## src/rtl/modexp_l2r.sv

```systemverilog
// Modular left-to-right square-and-multiply exponentiator: C = A^E mod M.
// Leading exponent zeros are skipped; each modular product is formed bit-serially, one bit per cycle.
module modexp_l2r #(
  parameter int W  = 16,
  parameter int EW = 16
) (
  input  logic          clk,
  input  logic          rst,
  input  logic          start,
  input  logic [W-1:0]  A,
  input  logic [EW-1:0] E,
  input  logic [W-1:0]  M,
  output logic [W-1:0]  C,
  output logic          busy,
  output logic          done,
  output logic          err
);

  localparam int IW = (EW > 1) ? $clog2(EW) : 1;
  localparam int JW = (W > 1) ? $clog2(W) : 1;
  localparam logic [IW-1:0] I_TOP = IW'(EW - 1);
  localparam logic [JW-1:0] J_TOP = JW'(W - 1);

  localparam logic [2:0] S_IDLE = 3'd0;
  localparam logic [2:0] S_LOAD = 3'd1;
  localparam logic [2:0] S_SCAN = 3'd2;
  localparam logic [2:0] S_SQR  = 3'd3;
  localparam logic [2:0] S_MUL  = 3'd4;
  localparam logic [2:0] S_DONE = 3'd5;

  logic [2:0]    state;
  logic [W-1:0]  a_r;
  logic [EW-1:0] e_r;
  logic [W-1:0]  m_r;
  logic [W-1:0]  r_r;
  logic [W+1:0]  p_r;
  logic [IW-1:0] i_r;
  logic [JW-1:0] j_r;

  // One step of the interleaved multiplier; R is always the X operand.
  logic          y_bit;
  logic [W+1:0]  m_ext;
  logic [W+1:0]  x_ext;
  logic [W+1:0]  p_dbl;
  logic [W+1:0]  p_add;
  logic [W+1:0]  p_red1;
  logic [W+1:0]  p_red2;
  logic          op_last;
  logic          bit_set;
  logic          i_zero;
  logic          bad_operands;

  // NOTE: every signal assigned in always_comb gets a default on entry so no latch is inferred.
  always_comb begin
    y_bit  = 1'b0;
    m_ext  = {2'b00, m_r};
    x_ext  = {2'b00, r_r};
    p_dbl  = p_r << 1;
    if (state == S_MUL) y_bit = a_r[j_r];
    else                y_bit = r_r[j_r];
    p_add  = p_dbl + (y_bit ? x_ext : '0);
    p_red1 = (p_add >= m_ext) ? (p_add - m_ext) : p_add;
    p_red2 = (p_red1 >= m_ext) ? (p_red1 - m_ext) : p_red1;
  end

  assign op_last      = (j_r == '0);
  assign bit_set      = e_r[i_r];
  assign i_zero       = (i_r == '0);
  assign bad_operands = (m_r == '0) || (a_r >= m_r);

  assign busy = (state != S_IDLE);
  assign done = (state == S_DONE);

  // NOTE: all state, including operand and working registers, is cleared by the async reset
  // so an aborted run leaves nothing behind.
  always_ff @(posedge clk or negedge rst) begin
    if (!rst) begin
      state <= S_IDLE;
      a_r   <= '0;
      e_r   <= '0;
      m_r   <= '0;
      r_r   <= '0;
      p_r   <= '0;
      i_r   <= '0;
      j_r   <= '0;
      C     <= '0;
      err   <= 1'b0;
    end else begin
      // NOTE: non-blocking assignments throughout, so every branch reads pre-edge values.
      case (state)
        S_IDLE: begin
          if (start) begin
            a_r   <= A;
            e_r   <= E;
            m_r   <= M;
            err   <= 1'b0;
            state <= S_LOAD;
          end
        end

        S_LOAD: begin
          if (bad_operands) begin
            C     <= '0;
            err   <= 1'b1;
            state <= S_DONE;
          end else begin
            r_r   <= (m_r == W'(1)) ? '0 : W'(1);
            i_r   <= I_TOP;
            state <= S_SCAN;
          end
        end

        S_SCAN: begin
          if (bit_set) begin
            // The leading one only needs R*A; squaring 1 would be wasted work.
            p_r   <= '0;
            j_r   <= J_TOP;
            state <= S_MUL;
          end else if (i_zero) begin
            C     <= r_r;
            state <= S_DONE;
          end else begin
            i_r <= i_r - IW'(1);
          end
        end

        S_SQR, S_MUL: begin
          if (!op_last) begin
            p_r <= p_red2;
            j_r <= j_r - JW'(1);
          end else begin
            r_r <= p_red2[W-1:0];
            p_r <= '0;
            j_r <= J_TOP;
            if (state == S_SQR && bit_set) begin
              state <= S_MUL;
            end else if (i_zero) begin
              C     <= p_red2[W-1:0];
              state <= S_DONE;
            end else begin
              i_r   <= i_r - IW'(1);
              state <= S_SQR;
            end
          end
        end

        S_DONE:  state <= S_IDLE;
        default: state <= S_IDLE;
      endcase
    end
  end

endmodule

```

## config.mk

```make
export PLATFORM = sky130hd
export DESIGN_NAME = modexp_l2r
export DESIGN_NICKNAME = d
export VERILOG_FILES = /design/src/rtl/modexp_l2r.sv
export SDC_FILE = /design/constraint.sdc
export NUM_CORES = 1
export LEC_CHECK = 0
export CORE_ASPECT_RATIO = 0.8
export CORE_MARGIN = 2
export CORE_UTILIZATION = 64
export CTS_BUF_LIST = sky130_fd_sc_hd__clkbuf_8 sky130_fd_sc_hd__clkbuf_16
export DETAILED_ROUTE_END_ITERATION = 10
export PLACE_DENSITY = 0.87
export SYNTH_ARGS = -nofsm -noshare
export SYNTH_HDL_FRONTEND = slang
export SYNTH_SLANG_ARGS = --single-unit
```

## constraint.sdc

```tcl
create_clock -name clk -period 22.3 [get_ports clk]
set_input_delay 4.46 -clock clk [delete_from_list [all_inputs] [get_ports clk]]
set_output_delay 4.46 -clock clk [all_outputs]
set_load 0.01 [all_outputs]
```

==> results.toml, run 1 <==
[run_status]
outcome = "completed"

[drt]
firstDrtPassIters = 7
detail-route-antenna-nets = 0
totalWireLength_um = 25000
via_count = 7418
via_per_inst = 6.84
routedWlPerCell_um = 23.1
drc = 0
drtIter0Drc = 806

[logic_synthesis]
synthMuxAreaShare_pct = 13.3
synth-xor-area-share_pct = 3.62
syn-instance-count = 861
ys_seq_area_share_pct = 33.3
yosysTopAreaCell = "dfrtp_1"
synth-edff-count = 0
synth_area_leaders = "dfrtp_1 33%, ha_1 9.9%, mux2_2 6.2%"
synth_cell_types = 79
synth_top_family_by_area = "compound AO/OA/AOI/OAI gates"
synth.top_cell.area_share_pct = 33.3
ys.flop_type = "dfrtp_1"
syn-num-nets = 980
yosys.area_share.adder_pct = 10.7
yosysWarnings = 0
synth_compound_area_share_pct = 20.7
ys_ff_latch = 109
async_flop_share_pct = 100
synthesis.area_um2 = 8200
synth_commonest_cells = "109 x dfrtp_1, 80 x nand2_1, 65 x ha_1"
avgSynthCellArea_um2 = 9.52
synth_simple_gate_area_share_pct = 14.5
synth.most_common_cell = "dfrtp_1"

[worst_setup_path]
worstReg2RegStart = "j_r[0]"
cp.arrival_ns = 10.34
slowest_stage = "dfrtp_1"
r2r_slack_ns = 12.18
endpoint_kind = "flop"
r2r-end = "r_r[15]"
start_kind = "flop"
slowest_delay_ns = 0.71
worst-path-buf-inv = 1
critical_path_class = "reg2reg"
path_max_fanout = 16
reg2reg_depth = 30
cp_top_family = "compound AO/OA/AOI/OAI gates"
cpMostUsedCell = "ha_1"
required_ns = 22.52

[global_routing]
grt_pass1_wl_um = 40000
overflow = 0
grt_pass1_vias = 7320
grtUsageTotal_pct = 37.9
antenna_found_initial = 0
grt_max_degree = 67

[timing]
finalSetupViolations = 0
setup_tns_ns = 0
fin_crit_ns = 10.12
rsz0062_at_grt = "false"
finalCritPeriodShare_pct = 45.4
slew-limit-headroom_pct = 20.9
drv_slew = 0
finClkSkew_ns = 0.0148
fmax_mhz = 98.9
max_slew.worst_pin.slew_ns = 1.19
hold_viol_final = 0

[cts]
clock_latency_ns = 0.37
cts_tree = "done"
holdBufCountCts = 0
htreeDepth = 3
cts_buffers = 9
root_buffer = "clkbuf_16"
postCtsSetupBuffers = 0
path_clk_slew_ns = 0.08
clkSinkCount = 109
clk_path_buf_depth = 2
cts-resized-gates = 0

[layout]
area_growth_pct = 13.1
fin_nets = 1027
drive_above_1_share_pct = 11.4

[floorplanning]
die_h_um = 105
fp-row-count = 36
initial_core_util_pct = 66.4
coreArea_um2 = 12300
die_w_um = 131
io-pin-count = 70
dieArea_um2 = 13700

[job]
drv_cap = 0

[placement]
port_buffers = 69
dpl.hpwl_um = 18700
routabilityCongestion = 1.04

[hold_path]
hold_depth = 2
hold_end = "p_r[8]"
min_from = "p_r[8]"
hold_class = "reg2reg"
worst reg2reg max path: cells and delay by family (launching register included):
family	cells	cell delay, ns
buf+inv	1	0.18
compound gates	13	3.54
fa+ha+maj	4	1.36
flops	1	0.71
simple gates	7	1.43
mux	5	2.74
placed cells by master (no fill, tap or decap), drive strengths merged, types with 4 or more instances in the layout:
cell,synthesis,routed
nand2,80,80
mux2,49,49
dfrtp,109,109
mux2i,20,20
buf,15,6
xnor2,22,22
and3,9,9
o21ai,87,87
nor2,44,44
nand2b,8,8
a21o,20,20
o21bai,4,4
o31ai,6,6
nand3,21,21
clkbuf,23,9
a31oi,18,18
xor2,11,11
nor3b,4,4
inv,35,39
nor3,11,11
ha,65,65
mux4,15,15
a211oi,6,6
a22o,7,7
nor2b,21,21
nand4,10,10
o311ai,4,4
a21oi,52,52
clkdlybuf4s50,0,68
o21a,10,10
o211ai,6,6
nor4,7,7
or2,4,4
routing by layer:
metal	track usage, %	vias to the layer above	share of wire [%]
li1	-	3293	-
met1	52.5	3581	40
met2	57.5	459	45
met3	10.2	85	11
met4	13.4	0	3.5
met5	0	-	0
cell type report:
type / count / area [um^2]
sequential: 109 / 2730
clock inverter: 7 / 83.8
timing repair buffer: 74 / 726
antenna: 1 / 2.50
clock buffer: 9 / 225
inverter: 35 / 131
tap: 171 / 214
fill: 850 / 3070
multi-input combinational: 679 / 5160
state kept, by name, indices dropped and copies added (netlist names):
register	count
C	16
p_r	17
r_r	16
err	1
j_r	4
m_r	16
e_r	16
a_r	16
state	3
i_r	4
how the worst max path moves through the flow:
stage | startpoint | to | slack [ns] | depth (start not counted)
2_1_floorplan | j_r[0] | C[7] | 14.05 | 34
3_3_place_gp | j_r[0] | C[15] | 12.78 | 30
3_5_place_dp | j_r[0] | C[15] | 12.37 | 30
4_1_cts | j_r[0] | C[15] | 12.39 | 30
5_1_grt | j_r[0] | r_r[11] | 11.53 | 30
6_report | j_r[0] | r_r[15] | 12.18 | 30
kinds of logic (layout without fill, tap and decap cells):
group,Yosys count,after routing
compound gates,258,258
xor+xnor,33,33
flops,109,109
mux,84,84
other cells,0,1
simple gates,236,236
buf+inv,73,125
fa+ha+maj,68,68
through the flow:
stage	utilization, %	worst slack [ns]	hold WS [ns]	instance area [um^2]	cells
after CTS	75.1	12.39	0.514	9270	1084
after detailed placement	72.6	12.37	0.494	8960	1068
after global placement	72.6	12.78	0.475	8960	1068
after floorplan	-	14.05	0.456	8200	861
after global routing	75.1	11.53	0.529	9270	1084
final	75.1	12.18	0.510	9270	1085
Power of run 1 is left out: the tool's default activity adds up to more than one toggle a clock period on the data nets, which glitch-free logic cannot reach.
==> run 2: changes to the inputs <==
--- a/config.mk
+++ b/config.mk
@@ -7,10 +7,10 @@
 export LEC_CHECK = 0
 export CORE_ASPECT_RATIO = 0.8
 export CORE_MARGIN = 2
-export CORE_UTILIZATION = 64
+export CORE_UTILIZATION = 59
 export CTS_BUF_LIST = sky130_fd_sc_hd__clkbuf_8 sky130_fd_sc_hd__clkbuf_16
 export DETAILED_ROUTE_END_ITERATION = 10
-export PLACE_DENSITY = 0.87
+export PLACE_DENSITY = 0.81
 export SYNTH_ARGS = -nofsm -noshare
 export SYNTH_HDL_FRONTEND = slang
 export SYNTH_SLANG_ARGS = --single-unit
==> constraint.sdc (replaced) <==
create_clock -name clk -period 10.11 [get_ports clk]
set_input_delay 2.022 -clock clk [delete_from_list [all_inputs] [get_ports clk]]
set_output_delay 2.022 -clock clk [all_outputs]
set_load 0.01 [all_outputs]
==> results.toml, run 2 (synthesized netlist as in run 1, its figures left out) <==
[timing]
fin_crit_ns = 9.35
finalCritPeriodShare_pct = 92.5
max_slew.worst_pin.slew_ns = 1.01
fmax_mhz = 107
drv_slew = 0
setup_tns_ns = 0
hold_viol_final = 0
finalSetupViolations = 0
rsz0062_at_grt = "false"
holdWs_ns = 0.496
finClkSkew_ns = 0.00656
slew-limit-headroom_pct = 32.5

[cts]
clk_path_buf_depth = 2
clkSinkCount = 109
cts-resized-gates = 0
clock_latency_ns = 0.37
postCtsSetupBuffers = 0
path_clk_slew_ns = 0.07
htreeDepth = 3
cts_tree = "done"
root_buffer = "clkbuf_16"
holdBufCountCts = 0
cts_buffers = 9

[worst_setup_path]
reg2reg_depth = 32
cpMostUsedCell = "ha_1"
r2r-end = "C[7]"
path_max_fanout = 16
required_ns = 10.31
cp.arrival_ns = 9.55
endpoint_kind = "flop"
slowest_delay_ns = 0.55
critical_path_class = "reg2reg"
worstReg2RegStart = "j_r[0]"
r2r_slack_ns = 0.76
slowest_stage = "dfrtp_2"
start_kind = "flop"

[floorplanning]
die_h_um = 109
dieArea_um2 = 14900
initial_core_util_pct = 60.5
io-pin-count = 70
die_w_um = 136
fp-row-count = 38
coreArea_um2 = 13600

[layout]
top_register = "p_r"
fin_cells = 1096
drive_above_1_share_pct = 11.9
fillerInstances = 1049
utilization_pct = 68.6
largest_register_ffs = 17
final_common_cell = "dfrtp_1"
layout_common_cells = "108 x dfrtp_1, 80 x nand2_1, 68 x clkdlybuf4s50_1"
ff_latch_area_um2 = 2730
area_growth_pct = 13.3
antennaDiodeCount = 0
fin_nets = 1030
multi_input_area_um2 = 5170

[global_routing]
grt_pass1_wl_um = 35300
grt_pass1_vias = 6733
overflow = 0
antenna_found_initial = 0
grtUsageTotal_pct = 31.0
grt_max_degree = 77

[drt]
drc = 0
routedWlPerCell_um = 19.7
drt-met1-wl_um = 9900
via_per_inst = 6.39
detail-route-antenna-nets = 0
dr_wl_met3_um = 1880
route.met2.wl_um = 9460
routed.top_layer = "met4"
totalWireLength_um = 21600
drtIter0Drc = 668
via_count = 7008
firstDrtPassIters = 5

[job]
drv_cap = 0

[hold_path]
hold_depth = 2
hold_end = "p_r[14]"
hold_class = "reg2reg"
min_from = "p_r[14]"

[run_status]
outcome = "completed"

[placement]
routabilityCongestion = 1.02
port_buffers = 69
dpl.hpwl_um = 16400
numPlacedInstances = 1080
-- run 2: changes by cell type in the layout (fill, tap and decap cells not counted), moves of 2 or more --
cell,before,now
mux2i_2,1,3
buf_4,6,9
clkinv_2,0,2
mux2i_1,19,17
clkinv_4,2,0
-- run 2: how the worst max path moves through the flow --
stage / startpoint / end / cells after the start
6_report: j_r[0] / C[7] / 32
5_1_grt: j_r[0] / r_r[6] / 32
4_1_cts: j_r[0] / C[7] / 31
3_5_place_dp: j_r[0] / C[7] / 31
3_3_place_gp: j_r[0] / r_r[11] / 30
2_1_floorplan: j_r[0] / C[7] / 34
-- run 2: area by class of cell --
cell class / count / share of cell area (%)
multi-input cells: 679 / 55.7
flip-flops and latches: 109 / 29.4
repair buffers: 77 / 8.05
clock buffers: 10 / 2.57
well taps: 180 / 2.42
inverters: 35 / 1.41
clock inverters: 6 / 0.485
-- run 2: per-stage QoR --
step           worst slack, ns  instance area, um^2
6_report                 0.761                 9290
5_1_grt                  0.113                 9290
4_1_cts                  0.622                 9280
3_5_place_dp             0.653                 8990
3_3_place_gp             0.964                 8990
2_1_floorplan             1.86                 8200
-- run 2: routing by layer --
layer	global-route usage, %	vias to the layer above
li1	-	3321
met1	43.7	3372
met2	48.4	284
met3	7.51	31
met4	8.26	0
met5	0	-
-- run 2: critical path: cells and delay by family, from the launching register on --
family | cells | cell delay [ns]
buffers and inverters | 3 | 0.73
adder cells (fa/ha/maj) | 4 | 1.34
multiplexers | 5 | 2.21
AO/OA/AOI/OAI | 13 | 3.17
AND/OR/NAND/NOR | 7 | 1.14
flip-flops | 1 | 0.55
Power of run 2 is left out for the same reason.
==> run 3: changes to the inputs <==
--- a/config.mk
+++ b/config.mk
@@ -6,7 +6,7 @@
 export NUM_CORES = 1
 export LEC_CHECK = 0
 export CORE_ASPECT_RATIO = 0.8
-export CORE_MARGIN = 2
+export CORE_MARGIN = 1
 export CORE_UTILIZATION = 59
 export CTS_BUF_LIST = sky130_fd_sc_hd__clkbuf_8 sky130_fd_sc_hd__clkbuf_16
 export DETAILED_ROUTE_END_ITERATION = 10
==> results.toml, run 3 (synthesized netlist as in run 1, its figures left out) <==
[hold_path]
hold_class = "reg2reg"

[drt]
firstDrtPassIters = 6
routedWlPerCell_um = 19.9
detail-route-antenna-nets = 0
via_count = 7112
drtIter0Drc = 834
via_per_inst = 6.49
drc = 0
totalWireLength_um = 21700

[floorplanning]
io-pin-count = 70
coreArea_um2 = 13600
dieArea_um2 = 14400
die_w_um = 134
die_h_um = 107
initial_core_util_pct = 60.5
fp-row-count = 38

[layout]
fillerInstances = 1043
area_growth_pct = 13.3
largest_register_ffs = 17
utilization_pct = 68.6
antennaDiodeCount = 0
fin_nets = 1029
layout_common_cells = "108 x dfrtp_1, 80 x nand2_1, 68 x clkdlybuf4s50_1"
final_common_cell = "dfrtp_1"
drive_above_1_share_pct = 11.5
top_register = "p_r"

[global_routing]
grt_pass1_wl_um = 35500
grtUsageTotal_pct = 31.9
grt_pass1_vias = 6690
antenna_found_initial = 0
grt_max_degree = 71
overflow = 0

[cts]
cts_buffers = 9
path_clk_slew_ns = 0.08
clock_latency_ns = 0.36
root_buffer = "clkbuf_16"
holdBufCountCts = 0
postCtsSetupBuffers = 0
clk_path_buf_depth = 2
clkSinkCount = 109
cts_tree = "done"
htreeDepth = 3
cts-resized-gates = 0

[timing]
rsz0062_at_grt = "false"
finalCritPeriodShare_pct = 94.2
holdWs_ns = 0.507
postLayoutSetupSlackWorst_ns = 0.590
setup_tns_ns = 0
finClkSkew_ns = 0.0125
hold_viol_final = 0
max_slew.worst_pin.slew_ns = 1.03
slew-limit-headroom_pct = 31.2
fin_crit_ns = 9.52
finalSetupViolations = 0
drv_slew = 0
fmax_mhz = 105

[worst_setup_path]
slowest_stage = "mux4_2"
path_max_fanout = 16
critical_path_class = "reg2reg"
required_ns = 10.29
cpMostUsedCell = "ha_1"
endpoint_kind = "flop"
cp.arrival_ns = 9.70
start_kind = "flop"
slowest_delay_ns = 0.57

[placement]
routabilityCongestion = 0.931
dpl.hpwl_um = 16400
pre_cts_ws_ns = 0.379
port_buffers = 69

[job]
drv_cap = 0

[run_status]
outcome = "completed"
==> run 3: metal layers <==
metal,GRT usage (%),vias up,routed length (um)
li1,-,3308,-
met1,45.6,3434,9840
met2,50.2,333,9620
met3,6.36,37,1910
met4,6.57,0,366
met5,0,-,0
==> run 3: worst paths after layout <==
kind / startpoint / end / slack, ns / depth (start not counted)
setup reg to reg: j_r[0] / C[9] / 0.59 / 30
setup / recovery: j_r[0] / C[9] / 0.59 / 30
min in group asynchronous: rst / p_r[13] / 1.64 / 1
hold / removal: p_r[12] / p_r[12] / 0.51 / 2
max in group asynchronous: rst / j_r[0] / 7.15 / 2
hold reg to reg: p_r[12] / p_r[12] / 0.51 / 2
==> run 3: final cells by class <==
| type | instances | area [um^2] | area share (%) |
|---|---|---|---|
| multi-input cells | 679 | 5170 | 55.6 |
| flip-flops and latches | 109 | 2730 | 29.4 |
| repair buffers | 76 | 741 | 7.97 |
| clock buffers | 10 | 239 | 2.57 |
| well taps | 180 | 225 | 2.42 |
| inverters | 35 | 131 | 1.41 |
| clock inverters | 6 | 57.6 | 0.619 |
==> run 3: worst max-delay path, delay by kind of cell (launching register included) <==
family                     cells  cell delay, ns
AOI/OAI and AO/OA             13            2.81
muxes                          5            2.43
adders and majority gates      5            1.75
and+or+nand+nor                5            1.30
DFF                            1            0.55
buffers and inverters          1            0.31
xor gates and xnor gates       1            0.17
==> run 3: stage by stage <==
step           instance area, um^2  instances
2_1_floorplan                 8200        861
3_5_place_dp                  8980       1079
4_1_cts                       9280       1095
3_3_place_gp                  8980       1079
5_1_grt                       9290       1095
6_report                      9290       1095
Power of run 3 is left out for the same reason.
